**src/rtl/sdm2_pkg.sv**
```systemverilog
// sdm2_pkg: shared constants and saturation helper for the second-order
// delta-sigma modulator (sdm2). The SDM2_DITHER_EN macro selects the LFSR
// dither in sdm2_core; the constants for it live here in both builds.
package sdm2_pkg;

    localparam int DW_DEF  = 16;
    localparam int IW_DEF  = DW_DEF + 4;
    localparam int OSR_DEF = 64;

    // Full-scale feedback magnitude and integrator clamp for the default widths
    localparam int FS_DEF      = 2 ** (DW_DEF - 1);
    localparam int SAT_POS_DEF = 2 ** (IW_DEF - 2);
    localparam int SAT_NEG_DEF = -(2 ** (IW_DEF - 2));

    // 16-bit Fibonacci LFSR, taps 16,14,13,11 expressed as bit mask 15,13,12,10
    localparam logic [15:0] LFSR_SEED = 16'hACE1;
    localparam logic [15:0] LFSR_TAPS = 16'hB400;

    // Clamp a wide signed value to +/-2^(iw-2) so an iw-bit integrator never wraps
    function automatic logic signed [63:0] sdm2_sat(input logic signed [63:0] x,
                                                    input int iw);
        logic signed [63:0] lim;
        lim = 64'sd1 <<< (iw - 2);
        if (x > lim)
            return lim;
        else if (x < -lim)
            return -lim;
        else
            return x;
    endfunction

endpackage

```
**src/rtl/sdm2_core.sv**
```systemverilog
// sdm2_core: two saturating integrators and a 1-bit quantizer with registered
// output. Build macro SDM2_DITHER_EN adds a 16-bit LFSR whose low nibble
// (-8..+7) is added to the second integrator before the sign test.
module sdm2_core
    import sdm2_pkg::*;
#(
    parameter int DW = DW_DEF,
    parameter int IW = DW + 4
) (
    input  logic                 clk,
    input  logic                 reset,
    input  logic signed [DW-1:0] cur,
    output logic                 dout
);

    localparam logic signed [63:0] FS = 64'sd1 <<< (DW - 1);

    logic signed [IW-1:0] i1;
    logic signed [IW-1:0] i2;
    logic signed [IW-1:0] i1_n;
    logic signed [IW-1:0] i2_n;
    logic signed [63:0]   f_w;
    logic signed [63:0]   s1_w;
    logic signed [63:0]   s2_w;
    logic signed [63:0]   q_w;
    logic                 dout_n;

`ifdef SDM2_DITHER_EN
    logic [15:0] lfsr;

    // LFSR advances every clock; feedback is the XOR of the tapped bits
    always_ff @(posedge clk or negedge reset) begin
        if (!reset)
            lfsr <= LFSR_SEED;
        else
            lfsr <= {lfsr[14:0], ^(lfsr & LFSR_TAPS)};
    end
`endif

    // Integrator updates with feedback chosen by the previous output bit
    always_comb begin
        f_w    = dout ? FS : -FS;
        s1_w   = sdm2_sat(64'(i1) + 64'(cur) - f_w, IW);
        i1_n   = s1_w[IW-1:0];
        s2_w   = sdm2_sat(64'(i2) + s1_w - f_w, IW);
        i2_n   = s2_w[IW-1:0];
`ifdef SDM2_DITHER_EN
        q_w    = s2_w + 64'(signed'(lfsr[3:0]));
`else
        q_w    = s2_w;
`endif
        dout_n = (q_w >= 0);
    end

    // Integrator state and quantized output bit
    always_ff @(posedge clk or negedge reset) begin
        if (!reset) begin
            i1   <= '0;
            i2   <= '0;
            dout <= 1'b0;
        end else begin
            i1   <= i1_n;
            i2   <= i2_n;
            dout <= dout_n;
        end
    end

endmodule

```
**src/rtl/sdm2.sv**
```systemverilog
// sdm2: second-order delta-sigma modulator, PCM in over valid/ready, one PDM
// bit per clock out. One-deep `nxt` buffer feeds `cur` at each period wrap.
// Build macro SDM2_DITHER_EN enables LFSR dither inside sdm2_core.
module sdm2
    import sdm2_pkg::*;
#(
    parameter int DW  = DW_DEF,
    parameter int OSR = OSR_DEF,
    parameter int IW  = DW + 4
) (
    input  logic                 clk,
    input  logic                 reset,
    input  logic signed [DW-1:0] pcm,
    input  logic                 pcm_valid,
    output logic                 pcm_ready,
    output logic                 dout,
    output logic                 underrun,
    output logic                 tick
);

    localparam int              CW   = (OSR > 2) ? $clog2(OSR) : 1;
    localparam logic [CW-1:0]   LAST = CW'(OSR - 1);

    logic [CW-1:0]        cnt;
    logic                 next_full;
    logic signed [DW-1:0] nxt;
    logic signed [DW-1:0] cur;
    logic                 wrap;
    logic                 xfer;

    assign pcm_ready = !next_full;
    assign wrap      = (cnt == LAST);
    assign xfer      = pcm_valid && pcm_ready;

    // Sample-period counter, 0..OSR-1
    always_ff @(posedge clk or negedge reset) begin
        if (!reset)
            cnt <= '0;
        else
            cnt <= wrap ? '0 : cnt + CW'(1);
    end

    // Buffer: consume on wrap when full, otherwise capture on a transfer
    always_ff @(posedge clk or negedge reset) begin
        if (!reset) begin
            next_full <= 1'b0;
            nxt       <= '0;
            cur       <= '0;
        end else if (wrap && next_full) begin
            cur       <= nxt;
            next_full <= 1'b0;
        end else if (xfer) begin
            nxt       <= pcm;
            next_full <= 1'b1;
        end
    end

    // Period-boundary pulses; underrun judged on the buffer state at the wrap
    always_ff @(posedge clk or negedge reset) begin
        if (!reset) begin
            tick     <= 1'b0;
            underrun <= 1'b0;
        end else begin
            tick     <= wrap;
            underrun <= wrap && !next_full;
        end
    end

    sdm2_core #(
        .DW (DW),
        .IW (IW)
    ) u_core (
        .clk   (clk),
        .reset (reset),
        .cur   (cur),
        .dout  (dout)
    );

endmodule

```
**config.mk**
```make
export PLATFORM = sky130hd
export DESIGN_NAME = sdm2
export DESIGN_NICKNAME = d
export VERILOG_FILES = /design/src/rtl/sdm2_pkg.sv /design/src/rtl/sdm2_core.sv /design/src/rtl/sdm2.sv
export SDC_FILE = /design/constraint.sdc
export NUM_CORES = 1
export LEC_CHECK = 0
export BUFFER_PORTS_ARGS = -buffer_cell sky130_fd_sc_hd__buf_2
export CAP_MARGIN = 20
export CORE_ASPECT_RATIO = 0.6
export CORE_UTILIZATION = 40
export CTS_BUF_LIST = sky130_fd_sc_hd__clkbuf_4 sky130_fd_sc_hd__clkbuf_8 sky130_fd_sc_hd__clkbuf_16
export CTS_CLUSTER_SIZE = 12
export DETAILED_ROUTE_END_ITERATION = 8
export PLACE_DENSITY = 0.65
export SLEW_MARGIN = 25
export SYNTH_ARGS = -nofsm -noshare
export SYNTH_HDL_FRONTEND = slang
export SYNTH_SLANG_ARGS = --single-unit
```
**constraint.sdc**
```tcl
create_clock -name clk -period 10.55 [get_ports clk]
set_input_delay 1.055 -clock clk [delete_from_list [all_inputs] [get_ports clk]]
set_output_delay 1.055 -clock clk [all_outputs]
set_load 0.005 [all_outputs]
```
[After elaboration in Yosys (flattened, before gate mapping)]
Cells that the tools add are included.
Storage, ports and cells
  register bits after elaboration: 82
  bits in latches: 0
  bits in writable memories: 0
  ROM bits: 0
  bits of input ports: 19
  output and inout bits: 4
  logic and storage cells: 35
  memories: 0
Cells by class
  $add $sub $neg: 5
  multiply operators: 0
  divide/modulo/power cells: 0
  magnitude comparators: 5
  equal/unequal tests: 1
  shifts and indexed selects: 0
  multiplexer cells: 8
  bitwise gates (word level): 1
  reductions and logical operators: 6
Operator list (count)
  $mux W64: 5
  $gt A64 B20 Y1 const B: 2
  $lt A64 B19 Y1 const B: 2
  $sub A64 B64 Y64: 2
  $add A20 B64 Y64: 1
  $ge A64 B1 Y1 const B: 1
  $add A20 B16 Y21: 1
  $add A6 B1 Y6 const B: 1
  $eq A6 B6 Y1 const B: 1
  $mux W6: 1
  $logic_and A1 B1 Y1: 3
  $mux W1: 2
  $reduce_and A2 Y1: 1
  $reduce_bool A2 Y1: 1
  $logic_not A1 Y1: 1
  $not A1 Y1: 1

[Longest topological paths before layout]
  depth in word-level cells: 11
  gate-level depth with buffers: 56
  gate-level depth less buffers: 52

[Cells and area by module]
Synthesis repeated with hierarchy kept, for this count alone.
Second synthesis, totals
  cells, all modules: 1547
  area total of the unflattened synthesis: 12421.9 µm²
Modules (own cells, without submodules)
  sdm2_core: times used 1, cells an instance 1449, area each 10870.4 µm², seq. area each 1026.0 µm²
  sdm2: times used 1, cells an instance 98, area each 1551.5 µm², seq. area each 1026.0 µm²

[Worst setup path before layout]
No wires, ideal clock.
  path type: register -> register
  from: reg u_core.dout
  to: reg u_core.i2[4]
  library setup time: 0.131 ns
  arrival time: 11.351 ns
  data required time: 10.419 ns
  setup slack: -0.932 ns
  stages on the path, launching flop included: 41
  buffers on the path: 3
  cell sequence: dfrtp_1 ha_1 a21oi_1 o21ai_0 nor3_1 o21ai_0 o211ai_1 nand2b_1 a21o_1 a21oi_1 inv_1 fa_1 fa_1 nor4_1 and3_1 o2111ai_1 or4_1 or4_1 [5 not listed] inv_1 ha_1 clkbuf_1 a211oi_1 o21bai_1 or3_1 o311ai_0 a21boi_0 or2_2 nor4b_1 nand4_1 nor4_1 nand4_1 ha_1 clkbuf_1 and3b_1 nand3_1 o2bb2ai_1
Between the ends
  longest elaborated chain between the ends: 10
Ends and longest elaborated chain
  start: declaration: RTL line sdm2_core.sv:13  | output logic dout
  start signal: assignment: RTL line sdm2_core.sv:64  | dout <= dout_n;
  $mux W64 *: RTL line sdm2_core.sv:42  | f_w = dout ? FS : -FS;
  $sub A64 B64 Y64: RTL line sdm2_core.sv:43  | s1_w = sdm2_sat(64'(i1) + 64'(cur) - f_w, IW);
  $lt A64 B19 Y1: RTL line sdm2_pkg.sv:26  | else if (x < -lim)
  $mux W64: RTL line sdm2_pkg.sv:26
  $mux W64: RTL line sdm2_pkg.sv:24  | if (x > lim)
  $add A20 B64 Y64: RTL line sdm2_core.sv:45  | s2_w = sdm2_sat(64'(i2) + s1_w - f_w, IW);
  $sub A64 B64 Y64 *: RTL line sdm2_core.sv:45
  $lt A64 B19 Y1: RTL line sdm2_pkg.sv:26
  $mux W64: RTL line sdm2_pkg.sv:26
  $mux W64 *: RTL line sdm2_pkg.sv:24
  net u_core.q_w[4]: RTL line sdm2_core.sv:25  | logic signed [63:0] q_w;
  end signal: assignment: RTL line sdm2_core.sv:63  | i2 <= i2_n;
  end: declaration: RTL line sdm2_core.sv:19  | logic signed [IW-1:0] i2;
Mark *: on every way through the listed nets, which the timed path passes. The rest lies on a longest branch.
A chain may end at the register's enable or synchronous reset.

[Worst setup path in the final report]
  from: reg cur[0]
  to: reg u_core.i2[13]
Between the ends
  longest elaborated chain between the ends: 10
Ends and longest elaborated chain
  start: declaration: RTL line sdm2.sv:27  | logic signed [DW-1:0] cur;
  start signal: assignment: RTL line sdm2.sv:50  | cur <= nxt;
  $add A20 B16 Y21 *: RTL line sdm2_core.sv:43
  $sub A64 B64 Y64 *: RTL line sdm2_core.sv:43
  $lt A64 B19 Y1: RTL line sdm2_pkg.sv:26
  $mux W64: RTL line sdm2_pkg.sv:26
  $mux W64 *: RTL line sdm2_pkg.sv:24
  net u_core.s1_w[15]: RTL line sdm2_core.sv:23  | logic signed [63:0] s1_w;
  $add A20 B64 Y64 *: RTL line sdm2_core.sv:45
  $sub A64 B64 Y64 *: RTL line sdm2_core.sv:45
  $lt A64 B19 Y1: RTL line sdm2_pkg.sv:26
  $mux W64: RTL line sdm2_pkg.sv:26
  $mux W64 *: RTL line sdm2_pkg.sv:24
  net u_core.q_w[13]: RTL line sdm2_core.sv:25
Marked as above.

==> flow_summary.json <==
{
  "status": "finished with violations",
  "violations": "negative setup slack",
  "core_area_sq_um": 26800,
  "synthesis.nets": 1556,
  "wl_per_cell_microns": 21.8,
  "ir_drop_mv": 0.101,
  "cp_slowest_cell": "or4_4",
  "stdcell_area_sq_um": 17200,
  "vias": 13600,
  "grt_first_pass_wirelength_mm": 73.2,
  "tightest_slew_ns": 0.916,
  "place_area_sq_um": 15300,
  "drv_cap": 0,
  "wirelength_met1_mm": 23.5,
  "cts_sinks": 82,
  "io_pins": 23,
  "cts-hold-fix-buffers": 0,
  "hp-class": "flip-flop to flip-flop",
  "seqPwrFrac_pct": 48.4,
  "crit_type": "flip-flop to flip-flop",
  "ctsHtreeMaxLevel": 3,
  "final_common_cell": "buf_4",
  "ff2ff_setup_slack_ns": -0.79,
  "drt_iter0_markers": 1496,
  "grt-ovfl-total": 0,
  "grt_max_degree": 72,
  "num_rows": 46,
  "met3_length_mm": 8.06,
  "p_sw_uw": 154,
  "fin_nets": 2085,
  "route.met2.wl_mm": 17.5,
  "track_usage_pct": 34.2,
  "hold_start": "cnt[5]",
  "cts_buffers": 9,
  "crit_path_frequent_cell": "buf_4",
  "firstDrtPassIters": 6,
  "setup_ws_ns": -0.786,
  "synthCells": 1389,
  "path_clk_slew_ns": 0.07,
  "grt_pass1_vias": 12700,
  "yosys_warnings": 0,
  "ys_ff_latch": 82,
  "r2r_cells": 53,
  "clk_latency_ns": 0.35,
  "relSlewSlack_pct": 38.9,
  "pwr-share-clk_pct": 49.1,
  "min_period_ns": 11.34,
  "ys_async_sr_fraction_pct": 100,
  "rr_endpoint": "u_core.i2[13]",
  "cts_tree": "yes",
  "fmax_mhz": 88.2,
  "arrival_ns": 11.60,
  "required_ns": 10.82,
  "crit-reg2reg-launch": "cur[0]",
  "die-width_microns": 217,
  "detail-route-antenna-nets": 0,
  "drc": 0,
  "mostFrequentLayoutCells": "buf_4, a21oi_1, nor2_1",
  "power_frac_comb_pct": 2.6,
  "fin_crit_sh_pct": 107,
  "setup_tns_ns": -14.56,
  "setup_viol": 21,
  "p_per_area_nw_per_um2": 39.3,
  "cpPeakStageDelay_ns": 0.58,
  "start_kind": "flip-flop",
  "synth_cell_types": 75,
  "seq_area_frac_synth_pct": 18.5,
  "ys.flop_type": "dfrtp_1",
  "wl_mm": 49.7,
  "antenna_found_initial": 2,
  "start_util_pct": 41.3,
  "dp_hpwl_mm": 39.5,
  "rsz0062_at_grt": "yes",
  "gp_congestion": 1.05,
  "cp-end-kind": "flip-flop",
  "drive_above_1_share_pct": 43.1,
  "p_leak_uw": 0.00862,
  "fin_skew_ns": 0.00796,
  "root_buffer": "clkbuf_16",
  "cp_max_fo": 5,
  "top_layer_used": "met5",
  "portBuffers": 22,
  "hold_depth": 1,
  "p_int_uw": 524,
  "switching_share_pct": 22.7,
  "area_delta_synth_final_pct": 55.6,
  "min_to": "cnt[5]",
  "syn_area_sq_um": 11100,
  "die-area_sq_um": 28400,
  "postSynthAreaPerCell_sq_um": 7.97,
  "die_h_microns": 131,
  "hold_viol_final": 0,
  "cts.path.max_buffers": 2,
  "synth-edff-count": 0,
  "avgViaCountPerCell": 5.97,
  "final-max-slew-violation-count": 0
}
[state kept, by name (all words and copies together) (netlist names)]
signal       cells
u_core.i2       20
u_core.dout      1
cur             16
tick             1
underrun         1
nxt             16
next_full        1
u_core.i1       20
cnt              6
[stage by stage]
step	power [uW]	util (%)	worst slack (ns)	instances	hold slack, ns
final	678	64.2	-0.786	2284	0.482
after global routing	700	64.2	-1.18	2283	0.503
after CTS	682	60.7	-0.666	2251	0.483
after detailed placement	352	57.1	-1.20	2222	0.474
after global placement	351	57.1	-1.18	2222	0.466
after floorplan	338	-	0.000220	1389	0.445
[kinds of logic (layout without fill, tap and decap cells)]
family,count (synthesis),count (layout),synth area share (%)
AO/OA/AOI/OAI,451,451,26.5
XOR/XNOR,48,48,3.80
adder cells (fa/ha/maj),148,148,20.3
buffers and inverters,138,672,4.85
flip-flops,82,82,18.5
multiplexers,39,39,3.92
other,0,1,0
AND/OR/NAND/NOR,483,483,22.2
[cell usage after synthesis (5+ instances only)]
library cell	instances	area (sq um)
nor2b_1	15	93.8
buf_2	6	30.0
o21a_1	24	180
nor3_1	32	160
xnor2_1	29	254
o31a_1	5	43.8
o211ai_1	22	165
o31ai_1	9	67.6
nand4b_1	6	52.6
ha_1	96	1200
nor2_1	124	465
clkbuf_1	45	169
o2111ai_1	6	52.6
o21bai_1	13	97.6
and2_1	13	81.3
a21o_1	24	180
o21ai_0	97	485
nor4b_1	6	52.6
nor4_1	15	93.8
fa_1	52	1040
inv_1	82	308
a31oi_1	19	119
mux2_2	35	394
o2bb2ai_1	18	158
or2_2	10	62.6
or3_1	22	138
nand4_1	29	181
a22oi_1	5	37.5
nand3_1	53	265
o211a_1	9	90.1
and3_1	12	75.1
nand2b_1	10	62.6
and4_1	7	61.3
xor2_1	19	166
a21oi_1	129	646
or4_1	8	60.1
a211oi_1	13	97.6
nand2_1	101	379
dfrtp_1	82	2050
[metal layers]
layer / GRT usage (%) / up-vias
met5: 2.00 / -
met4: 3.89 / 2
met3: 18.1 / 60
met2: 41.7 / 736
met1: 51.8 / 6613
li1: - / 6221
[final cells by class]
type                            instances  area [sq um]
Clock inverter                          6          72.6
Antenna cell                            1          2.50
Fill cell                            2267          9590
Timing Repair Buffer                  571          4420
Clock buffer                           10           239
Multi-Input combinational cell       1169          9660
Sequential cell                        82          2060
Inverter                               85           323
Tap cell                              360           450
[worst max path at each step]
stage | slack, ns | cells past startpoint | endpoint | startpoint
after global routing | -1.18 | 53 | u_core.i2[13] | cur[0]
after floorplan | 0.0002 | 51 | u_core.i2[4] | cur[0]
after global placement | -1.18 | 50 | u_core.i2[16] | cur[0]
after CTS | -0.67 | 53 | u_core.i2[11] | cur[0]
after detailed placement | -1.20 | 51 | u_core.i2[4] | cur[0]
final | -0.79 | 53 | u_core.i2[13] | cur[0]
[critical path, delay by kind of cell, from the launching register on]
family	cells	cell delay, ns
adder cells (fa/ha/maj)	8	2.42
XOR/XNOR	1	0.13
buffers and inverters	10	1.35
AO/OA/AOI/OAI	17	3.05
AND/OR/NAND/NOR	17	3.92
flip-flops	1	0.38
[power by group through the flow]
stage                     logic (uW)  registers [uW]  clock network, uW
after global routing            20.1             329                351
after global placement          17.1             334                  0
final                           17.4             328                332
after CTS                       17.9             328                336
after detailed placement        17.8             334                  0
after floorplan                 7.01             331                  0
[what timing repair did]
action | 4_1_cts | 5_1_grt
setup buffers | 11 | 31
gates cloned | 2 | 1
resized for setup | 113 | 139
setup endpoints to repair | 21 | 21
pin swaps | 52 | 84
Note: power is estimated with default switching activity, not from simulation.
